--- config.mk ---
export PLATFORM = sky130hd
export DESIGN_NAME = water_cycle_controller
export DESIGN_NICKNAME = d
export VERILOG_FILES = /design/src/rtl/water_cycle_controller.sv
export SDC_FILE = /design/constraint.sdc
export NUM_CORES = 1
export LEC_CHECK = 0
export CAP_MARGIN = 25
export CORE_MARGIN = 1.5
export CORE_UTILIZATION = 55
export CTS_CLUSTER_SIZE = 8
export DETAILED_ROUTE_END_ITERATION = 8
export PLACE_DENSITY = 0.82
export RECOVER_POWER = 50
export SLEW_MARGIN = 20
export SYNTH_ARGS = -nofsm -noshare
export SYNTH_HDL_FRONTEND = slang
export SYNTH_SLANG_ARGS = --single-unit
--- constraint.sdc ---
create_clock -name clk -period 3.6 [get_ports clk]
set_input_delay 1.08 -clock clk [delete_from_list [all_inputs] [get_ports clk]]
set_output_delay 1.08 -clock clk [all_outputs]
set_load 0.05 [all_outputs]
--- src/rtl/water_cycle_controller.sv ---
`default_nettype none
// ============================================================================
// Module      : water_cycle_controller
// Description : Fill / hold / drain sequencer with level-progress monitoring.
//               A stalled fill or drain (too little level change within one
//               monitor window) drops the controller into FAULT.
// Revision    : 1.0 - initial release
// ============================================================================
module water_cycle_controller #(
    parameter int THRESHOLD   = 10,
    parameter int WINDOW      = 10,
    parameter int HOLD_CYCLES = 20
) (
    input  logic       clk,
    input  logic       reset,
    input  logic       start,
    input  logic       abort,
    input  logic       clear_fault,
    input  logic [9:0] fill_target,
    input  logic [9:0] drain_target,
    input  logic [9:0] water_level_sensor,
    output logic       fill_valve,
    output logic       drain_pump,
    output logic       busy,
    output logic       done,
    output logic       error_flag,
    output logic [2:0] state
);

    localparam int         WW     = (WINDOW > 1) ? $clog2(WINDOW) : 1;
    localparam int         HW     = (HOLD_CYCLES > 1) ? $clog2(HOLD_CYCLES) : 1;
    localparam logic [WW-1:0] WIN_LAST  = WW'(WINDOW - 1);
    localparam logic [HW-1:0] HOLD_LAST = HW'(HOLD_CYCLES - 1);
    localparam logic [9:0]    THRESH    = 10'(THRESHOLD);

    typedef enum logic [2:0] {
        S_IDLE  = 3'd0,
        S_FILL  = 3'd1,
        S_HOLD  = 3'd2,
        S_DRAIN = 3'd3,
        S_FAULT = 3'd4
    } state_t;

    state_t        r_state;
    state_t        w_next;
    logic [9:0]    r_baseline;
    logic [9:0]    w_baseline;
    logic [WW-1:0] r_wcnt;
    logic [WW-1:0] w_wcnt;
    logic [HW-1:0] r_hcnt;
    logic [HW-1:0] w_hcnt;
    logic          r_done;
    logic          w_done;

    logic          w_expiry;
    logic [9:0]    w_fill_prog;
    logic [9:0]    w_drain_prog;

    // Progress since the window baseline, clamped at zero so a level moving
    // the wrong way can never wrap into a large "good" value.
    assign w_expiry     = (r_wcnt == WIN_LAST);
    assign w_fill_prog  = (water_level_sensor > r_baseline) ?
                          (water_level_sensor - r_baseline) : 10'd0;
    assign w_drain_prog = (r_baseline > water_level_sensor) ?
                          (r_baseline - water_level_sensor) : 10'd0;

    // Outputs decode straight from the state register so reset clears them at once.
    assign fill_valve = (r_state == S_FILL);
    assign drain_pump = (r_state == S_DRAIN);
    assign busy       = (r_state == S_FILL) || (r_state == S_HOLD) || (r_state == S_DRAIN);
    assign error_flag = (r_state == S_FAULT);
    assign done       = r_done;
    assign state      = r_state;

    // State register plus monitor/hold counters and baseline.
    always_ff @(posedge clk or posedge reset) begin
        if (reset) begin
            r_state    <= S_IDLE;
            r_baseline <= 10'd0;
            r_wcnt     <= '0;
            r_hcnt     <= '0;
            r_done     <= 1'b0;
        end else begin
            r_state    <= w_next;
            r_baseline <= w_baseline;
            r_wcnt     <= w_wcnt;
            r_hcnt     <= w_hcnt;
            r_done     <= w_done;
        end
    end

    // Next-state logic; target reached outranks a window fault, abort outranks both.
    always_comb begin
        w_next     = r_state;
        w_baseline = r_baseline;
        w_wcnt     = r_wcnt + 1'b1;
        w_hcnt     = r_hcnt;
        w_done     = 1'b0;

        case (r_state)
            S_IDLE: begin
                w_wcnt = '0;
                if (start) begin
                    w_next     = S_FILL;
                    w_baseline = water_level_sensor;
                end
            end

            S_FILL: begin
                if (abort) begin
                    w_next     = S_DRAIN;
                    w_baseline = water_level_sensor;
                    w_wcnt     = '0;
                end else if (water_level_sensor >= fill_target) begin
                    w_next = S_HOLD;
                    w_wcnt = '0;
                    w_hcnt = '0;
                end else if (w_expiry) begin
                    w_wcnt = '0;
                    if (w_fill_prog < THRESH) begin
                        w_next = S_FAULT;
                    end else begin
                        w_baseline = water_level_sensor;
                    end
                end
            end

            S_HOLD: begin
                w_wcnt = '0;
                if (abort || (r_hcnt == HOLD_LAST)) begin
                    w_next     = S_DRAIN;
                    w_baseline = water_level_sensor;
                    w_hcnt     = '0;
                end else begin
                    w_hcnt = r_hcnt + 1'b1;
                end
            end

            S_DRAIN: begin
                if (water_level_sensor <= drain_target) begin
                    w_next = S_IDLE;
                    w_done = 1'b1;
                    w_wcnt = '0;
                end else if (w_expiry) begin
                    w_wcnt = '0;
                    if (w_drain_prog < THRESH) begin
                        w_next = S_FAULT;
                    end else begin
                        w_baseline = water_level_sensor;
                    end
                end
            end

            S_FAULT: begin
                w_wcnt = '0;
                if (clear_fault) begin
                    w_next = S_IDLE;
                end
            end

            default: begin
                w_next = S_IDLE;
                w_wcnt = '0;
            end
        endcase
    end

endmodule
`default_nettype wire

=== Word-level counts from Yosys, hierarchy flattened ===
Cells that the tools add are included.

* Register bits: 23
* Input port bits: 35
* Output and inout bits: 8
* Logic and storage cells: 79

* Add/sub/neg operators: 4
* $lt $le $gt $ge: 6
* Equal/unequal tests: 21
* Muxes and demuxes: 34
* Reduce and logical (&&, ||, !) cells: 9

{| class="wikitable"
|+ Operators by type and width
! kind !! count
|-
| $mux 10 || 11
|-
| $pmux 10 s4 || 1
|-
| $mux 3 || 10
|-
| $gt 10x10->1 || 2
|-
| $lt 10x4->1 const B || 2
|-
| $sub 10x10->10 || 2
|-
| $mux 4 || 4
|-
| $mux 5 || 3
|-
| $pmux 3 s5 || 1
|-
| $ge 10x10->1 || 1
|-
| $le 10x10->1 || 1
|-
| $ne 2x2->1 const B || 5
|-
| $pmux 5 s2 || 1
|-
| $reduce_and 9->1 || 1
|-
| $ne 4x2->1 const B || 2
|-
| $pmux 4 s2 || 1
|-
| $reduce_and 7->1 || 1
|-
| $eq 3x2->1 const B || 2
|-
| $ne 2x1->1 const B || 3
|-
| $ne 3x1->1 const B || 2
|-
| $ne 3x3->1 const B || 2
|-
| $add 5x1->5 const B || 1
|-
| $eq 5x5->1 const B || 1
|-
| $add 4x1->4 const B || 1
|-
| other kinds (10) || 13
|}

=== Depth between registers and ports, before layout ===
Gate-level depths: netlist of the first run.

* Word-level depth: 8
* Gate-level depth with buffers: 13
* Depth with buffers taken out: 12

=== Worst setup path after synthesis of the first run ===
OpenSTA, ideal clock, no wires.

* Path type: in2reg
* Start point: input water_level_sensor[0]
* End point: register r_state[1], in the netlist state[1]
* Setup time: 0.126 ns
* Arrival: 3.430 ns
* Data required time: 3.474 ns
* Setup slack: 0.044 ns
* Cell stages on the path: 11
* Buffers on the path: 0
* Cell sequence: ha_1 inv_1 fa_1 a21o_1 a221o_1 xnor2_2 o221ai_2 nor4_4 nor3_1 or4b_4 o2bb2ai_1

* Longest elaborated chain between the ends: 5
* Elaborated cells on any way between the ends: 19
* Those cells by class: add/sub (2); order compare (6); eq/ne (4); mux (6); reduce/logical (1)

{| class="wikitable"
|+ Ends and longest elaborated chain
! element !! line !! RTL
|-
| start, declared || 21 || <nowiki>input logic [9:0] water_level_sensor,</nowiki>
|-
| $sub 10x10->10 (tied with other cells) || 63 || <nowiki>(water_level_sensor - r_baseline) : 10'd0;</nowiki>
|-
| $mux 10 (on tied branches) || 62, 64 ||
|-
| $lt 10x4->1 (on tied branches) || 120, 146 ||
|-
| $ne 4x2->1 (no line) or $ne 3x1->1 (tied branches) || - ||
|-
| $reduce_and 7->1 (no line) || - ||
|-
| end signal, assigned || 84 || <nowiki>r_state <= w_next;</nowiki>
|-
| end, declared || 44 || <nowiki>state_t r_state;</nowiki>
|}

Several ways; a longest one is shown, not always the timed one.
A chain may end at the register's enable or synchronous reset.

=== Final worst setup path of the first run ===
* Start point: input water_level_sensor[9]
* End point: register r_state[1], in the netlist state[1]

The elaborated chain is that of the path after synthesis.

==> results.sh, run 1 <==
export IMPL_firstDrtPassIters=7
export IMPL_crit_start="water_level_sensor[9]"
export IMPL_finClkSkew_ps=25.01
export IMPL_ff2ff_path_depth=13
export IMPL_htreeDepth=1
export IMPL_grt_usage=0.3439
export IMPL_ys_warn_count=0
export IMPL_cp_num_buf_inv=4
export IMPL_placeableCoreArea_sq_mm=0.004692
export IMPL_yosys_area_top_type="dfrtp_1"
export IMPL_syn_to_final_growth_pct=57.32
export IMPL_reg2reg_from="r_baseline[0]"
export IMPL_synth_nets=403
export IMPL_use_met1=0.4302
export IMPL_drive_above_1_share=0.3523
export IMPL_synthCells=323
export IMPL_critPathCaptureType="flop"
export IMPL_avgRoutedWirePerCell_um=23.13
export IMPL_pwr_density_cell_mw_per_mm2=829.1
export IMPL_viasPerCell=6.781
export IMPL_r2r_end="state[1]"
export IMPL_wl_um=11430
export IMPL_r2r_slack_ps=280
export IMPL_n_antenna_cell=0
export IMPL_setup_worst_path_end="state[1]"
export IMPL_place_hpwl_um=5911
export IMPL_cp_max_fo=4
export IMPL_setup_viol=13
export IMPL_die_w_um=72.42
export IMPL_die_area_sq_mm=0.005244
export IMPL_grt_max_degree=24
export IMPL_grt_pass1_wl_um=13900
export IMPL_cts_sinks=23
export IMPL_violations="negative setup slack"
export IMPL_hold_class="flop to flop"
export IMPL_post_place_ws_ps=-633.7
export IMPL_power_leakage_uw=0.001989
export IMPL_synthArstFlopShare=1.000
export IMPL_cts_root_buf="clkbuf_8"
export IMPL_grt_overflow_total=0
export IMPL_max_cap_violations=0
export IMPL_slowest_stage="or4b_4"
export IMPL_max_freq_mhz=266.3
export IMPL_grt_pass1_vias=2982
export IMPL_start_util=0.5648
export IMPL_synth_area_sq_mm=0.002650
export IMPL_rows=25
export IMPL_final_core_util=0.8885
export IMPL_setup_worst_path_class="input port to flop"
export IMPL_worst_ep_required_time_ps=3770
export IMPL_postRouteAntennaNets=0
export IMPL_cp_depth=12
export IMPL_cts_buffers=3
export IMPL_period_needed_ps=3756
export IMPL_peakVddDrop_uv=339.4
export IMPL_fillCellCount=204
export IMPL_met2_usage=0.5854
export IMPL_ys_ff_latch=23
export IMPL_vias=3350
export IMPL_path_common_cell="buf_4"
export IMPL_drt_iter0_drc=481
export IMPL_drv_slew=0
export IMPL_path_delay_family="simple AND/OR/NAND/NOR gates"
export IMPL_cp_data_arrival_time_ps=3920
export IMPL_io_pins=43
export IMPL_cp_start_kind="input port"
export IMPL_status="finished with violations"
export IMPL_synth_edf_count=0
export IMPL_cpPeakStageDelay_ps=580
export IMPL_grt_busiest_layer="met2"
export IMPL_synth_top_area_frac=0.2172
export IMPL_portBuffers=42
export IMPL_regArea_sq_um=575.6
export IMPL_nets=521
export IMPL_cts_clk_slew_worst_paths_ps=90
export IMPL_yosysSeqAreaShare=0.2172
export IMPL_synth_area_per_cell_sq_um=8.204
export IMPL_finalWeightedCongestion=0.9265
export IMPL_fp_dieH_um=72.42
export IMPL_synth_most_common_cell="inv_1"
export IMPL_tightest_slew_ps=1056
export IMPL_finalHoldViolCount=0
export IMPL_holdBufCountCts=0
export IMPL_grtUsageMet3=0.03750
export IMPL_cts_buffer_depth=2
export IMPL_drc=0
export IMPL_cts_tree="built"
export IMPL_crit_chain="clkdlybuf4s50_1 > inv_1 > ha_1 > buf_4 > nand2_1 > buf_4 > nor3_1 > nor2_1 > nand2_2 > nor3_2 > or4b_4 > o2bb2ai_2"
export IMPL_multi_input_area_sq_mm=0.002252
export IMPL_synth_common_cells="inv_1, ha_1, a21oi_1, nor2_1, dfrtp_1"
export IMPL_synth_distinct_cells=57
export IMPL_clock_latency_ps=300
export IMPL_max_slew_margin=0.2957
export IMPL_layout_setup_ws_ps=-155.8
export IMPL_antenna_found_initial=0
export IMPL_finalCritPeriodShare=1.043
export IMPL_synthTopCellsByArea="dfrtp_1, ha_1, inv_1"
export IMPL_synthFlopType="dfrtp_1"
## layout make-up
cell class	count	share of cell area
multi-input combinational	240	0.5402
timing repair buffer	123	0.2494
sequential	23	0.1381
inverter	50	0.04502
tap	54	0.01621
clock buffer	3	0.009904
clock inverter	1	0.001200
## layout by cell type (no fill, tap or decap), types with 3 or more instances in the layout
cell / count
nor3_1: 4
a211oi_1: 3
clkbuf_8: 3
o211ai_1: 3
buf_6: 3
xnor2_1: 4
inv_2: 11
o21a_1: 5
dfrtp_1: 23
nand2b_1: 4
ha_1: 30
clkdlybuf4s50_1: 29
inv_1: 39
o21ai_1: 3
dlygate4sd2_1: 3
nand4_1: 3
ha_4: 11
nand2_1: 17
or2_1: 3
nand3_1: 7
and3_1: 3
a211oi_2: 3
mux2i_1: 10
a21oi_1: 20
nor2_1: 22
o21ai_0: 10
dlygate4sd3_1: 4
a21oi_2: 4
buf_4: 76
xor2_1: 5
a21o_1: 7
## worst min path at each step
stage	from	endpoint	slack [ps]	depth (start not counted)
floorplan	r_hcnt[4]	r_hcnt[4]	440	1
global placement	r_hcnt[4]	r_hcnt[4]	470	1
detailed placement	r_hcnt[4]	r_hcnt[4]	470	1
CTS	r_hcnt[4]	r_hcnt[4]	490	1
global route	r_hcnt[4]	r_hcnt[4]	530	1
finish	r_wcnt[0]	r_wcnt[0]	520	1
## cells by family after synthesis
kind of cell	Yosys count	share of synthesized area
and+or+nand+nor	82	0.1586
xor gates and xnor gates	11	0.03919
muxes	11	0.04155
buffers and inverters	60	0.09018
adders and majority gates	45	0.2181
DFF	23	0.2172
AOI/OAI and AO/OA	91	0.2351
## report_power, final
group | internal (uW) | switching (uW) | leakage [uW]
clock | 78.2 | 113 | 0.0000255
combinational | 1270 | 1500 | 0.00167
sequential | 353 | 145 | 0.000290
total | 1700 | 1760 | 0.00199
## registers in the layout, indices dropped and copies added, names as in the netlist
name / flops
r_baseline: 10
state: 3
done: 1
r_wcnt: 4
r_hcnt: 5
## stage by stage
step	hold WS (ps)	TNS, ps	area, sq um	total power [uW]	cells
final	518.7	-1131	4169	3456	494
after global routing	526.7	-1267	4169	3532	494
after CTS	486.6	0	3965	2952	491
after detailed placement	474.8	-7080	3580	2477	473
after global placement	466.4	-6105	3580	2407	473
after floorplan	445.0	0	2650	1709	323
## worst register-to-register path, delay by kind of cell (launching register included)
kind            cells  cell delay [ps]
xor+xnor            1              210
buf+inv             3              330
compound gates      4              750
flops               1              450
fa+ha+maj           2              550
simple gates        3              890
## repair_timing
item,in CTS,in global routing
setup buffers,14,3
pin swaps,23,14
setup endpoints to repair,13,13
resized for setup,64,40
## routing by layer
layer / up-vias / routed length [um]
met5: - / 0
li1: 1378 / -
met1: 1536 / 4084
met4: 0 / 849
met3: 104 / 1244
met2: 332 / 5247
(Power assumes the default switching activity.)
==> run 2: changes to the inputs <==
--- a/config.mk
+++ b/config.mk
@@ -7,10 +7,10 @@
 export LEC_CHECK = 0
 export CAP_MARGIN = 25
 export CORE_MARGIN = 1.5
-export CORE_UTILIZATION = 55
+export CORE_UTILIZATION = 59
 export CTS_CLUSTER_SIZE = 8
 export DETAILED_ROUTE_END_ITERATION = 8
-export PLACE_DENSITY = 0.82
+export PLACE_DENSITY = 0.87
 export RECOVER_POWER = 50
 export SLEW_MARGIN = 20
 export SYNTH_ARGS = -nofsm -noshare
==> constraint.sdc (replaced) <==
create_clock -name clk -period 4.6 [get_ports clk]
set_input_delay 1.38 -clock clk [delete_from_list [all_inputs] [get_ports clk]]
set_output_delay 1.38 -clock clk [all_outputs]
set_load 0.05 [all_outputs]
==> run 2 against run 1 <==
  * The run now ends clean
  * Global-route usage down 6.8 points
  * Clock power shrank 30%
  * Die area is 6.5% lower
  * Critical endpoint unchanged
  * Largest cell class unchanged
  * Largest power group unchanged
  * Highest routed layer unchanged
==> results.sh, run 2 (synthesis results as in run 1) <==
export IMPL_status="finished clean"
export IMPL_r2r_end="state[1]"
export IMPL_rows=24
export IMPL_power_uw=1860
export IMPL_drive_above_1_share=0.08684
export IMPL_largest_reg_flops=10
export IMPL_cts_clk_slew_worst_paths_ps=90
export IMPL_pwr_density_cell_mw_per_mm2=564.1
export IMPL_hp_start="r_hcnt[4]"
export IMPL_antenna_found_initial=0
export IMPL_grt_pass1_vias=2647
export IMPL_grt_overflow_total=0
export IMPL_setup_worst_path_class="input port to flop"
export IMPL_syn_to_final_growth_pct=24.41
export IMPL_vias=2561
export IMPL_whs_ps=497.2
export IMPL_slowest_stage="or4b_4"
export IMPL_min_to="r_hcnt[4]"
export IMPL_power_leakage_uw=0.001626
export IMPL_clock_latency_ps=280
export IMPL_worst_ep_required_time_ps=4760
export IMPL_cts_buffers=3
export IMPL_n_antenna_cell=0
export IMPL_firstDrtPassIters=9
export IMPL_drt_iter0_drc=210
export IMPL_reg2reg_from="r_baseline[0]"
export IMPL_die_area_sq_mm=0.004903
export IMPL_htreeDepth=1
export IMPL_layout_setup_ws_ps=227.6
export IMPL_placeableCoreArea_sq_mm=0.004324
export IMPL_min_path_cells=1
export IMPL_hold_class="flop to flop"
export IMPL_critPathCaptureType="flop"
export IMPL_period_needed_ps=4372
export IMPL_wl_um=6460
export IMPL_rsz0062_at_grt="no"
export IMPL_start_util=0.6128
export IMPL_grt_pass1_wl_um=11030
export IMPL_nets=461
export IMPL_peakVddDrop_uv=217.8
export IMPL_io_pins=43
export IMPL_cp_start_kind="input port"
export IMPL_avgRoutedWirePerCell_um=14.95
export IMPL_regMostFlops="r_baseline"
export IMPL_ff2ff_path_depth=12
export IMPL_largestRegisters="r_baseline (10), r_hcnt (5), r_wcnt (4)"
export IMPL_max_freq_mhz=228.7
export IMPL_finClkSkew_ps=3.589
export IMPL_setup_viol=0
export IMPL_cp_max_fo=3
export IMPL_setup_tns_ps=0
export IMPL_postRouteAntennaNets=0
export IMPL_max_slew_margin=0.4690
export IMPL_cts_tree="built"
export IMPL_place_hpwl_um=5342
export IMPL_final_cell_mix="inv_1, ha_1, clkdlybuf4s50_1, nor2_1, a21oi_1"
export IMPL_finalHoldViolCount=0
export IMPL_cts_buffer_depth=2
export IMPL_grt_usage=0.2755
export IMPL_viasPerCell=5.928
export IMPL_drc=0
export IMPL_cp_data_arrival_time_ps=4540
export IMPL_r2r_slack_ps=1500
export IMPL_path_common_cell="inv_1"
export IMPL_post_place_ws_ps=1.565
export IMPL_final_core_util=0.7624
export IMPL_cts_setup_buffers=0
export IMPL_cts_sinks=23
export IMPL_cts_root_buf="clkbuf_8"
export IMPL_crit_chain="clkdlybuf4s50_1 > inv_1 > ha_1 > inv_1 > fa_1 > a211oi_1 > o21ai_0 > xnor2_1 > o2111ai_1 > a2111oi_2 > nor3_1 > or4b_4 > o2bb2ai_1"
export IMPL_cpPeakStageDelay_ps=510
export IMPL_layout_cells_most_common="inv_1"
export IMPL_fillCellCount=294
export IMPL_portBuffers=42
export IMPL_drv_slew=0
export IMPL_holdBufCountCts=0
export IMPL_finalWeightedCongestion=0.9650
export IMPL_die_w_um=70.02
export IMPL_fp_dieH_um=70.02
export IMPL_finalCritPeriodShare=0.9505
export IMPL_grt_max_degree=24
export IMPL_cts_resized=0
export IMPL_max_cap_violations=0
export IMPL_tightest_slew_ps=789.3
run 2: cell types whose count changed in the layout (fill, tap and decap cells not counted), sizes merged:
cell           change
clkdlybuf4s50      +8
clkdlybuf4s15      -2
clkbuf             -1
dlymetal6s2s       -2
dlygate4sd3        +1
buf               -61
dlygate4sd2        -3
run 2: how the worst max path moves through the flow:
stage	slack, ps	to	start
after floorplan	740	state[1]	water_level_sensor[0]
after global placement	100	state[1]	water_level_sensor[1]
after detailed placement	2	state[1]	water_level_sensor[1]
after CTS	290	state[1]	water_level_sensor[1]
after global routing	130	state[1]	water_level_sensor[0]
final	230	state[1]	water_level_sensor[0]
run 2: per-layer routing:
layer  global-route usage  vias up  wire (um)
met5                    0        -          0
met4               0.1239        0        213
met3              0.03319       23        268
met2               0.4772       97       3112
met1               0.3425     1187       2866
li1                     -     1254          -
run 2: worst max-delay path: cells and delay by family:
kind	cells	cell delay, ps
AOI/OAI and AO/OA	5	1160
and+or+nand+nor	2	640
buffers and inverters	3	580
adders and majority gates	2	580
xor gates and xnor gates	1	190
run 2: where the power goes:
part           internal (uW)  switching (uW)  total, uW
clock                   60.8            73.8        135
combinational            589             787       1380
sequential               277            72.4        349
run 2: stage by stage:
step	instance area, sq um	instances
6_report	3297	432
4_1_cts	3293	431
2_1_floorplan	2650	323
5_1_grt	3297	432
3_3_place_gp	3247	427
3_5_place_dp	3247	427
run 2: layout make-up:
cell class,instances,area (sq um),share of cell area
multi-input combinational,240,1836,0.5567
inverter,50,187.7,0.05693
timing repair buffer,63,586.8,0.1780
clock inverter,1,5.005,0.001518
sequential,23,575.6,0.1746
tap,52,65.06,0.01973
clock buffer,3,41.29,0.01252
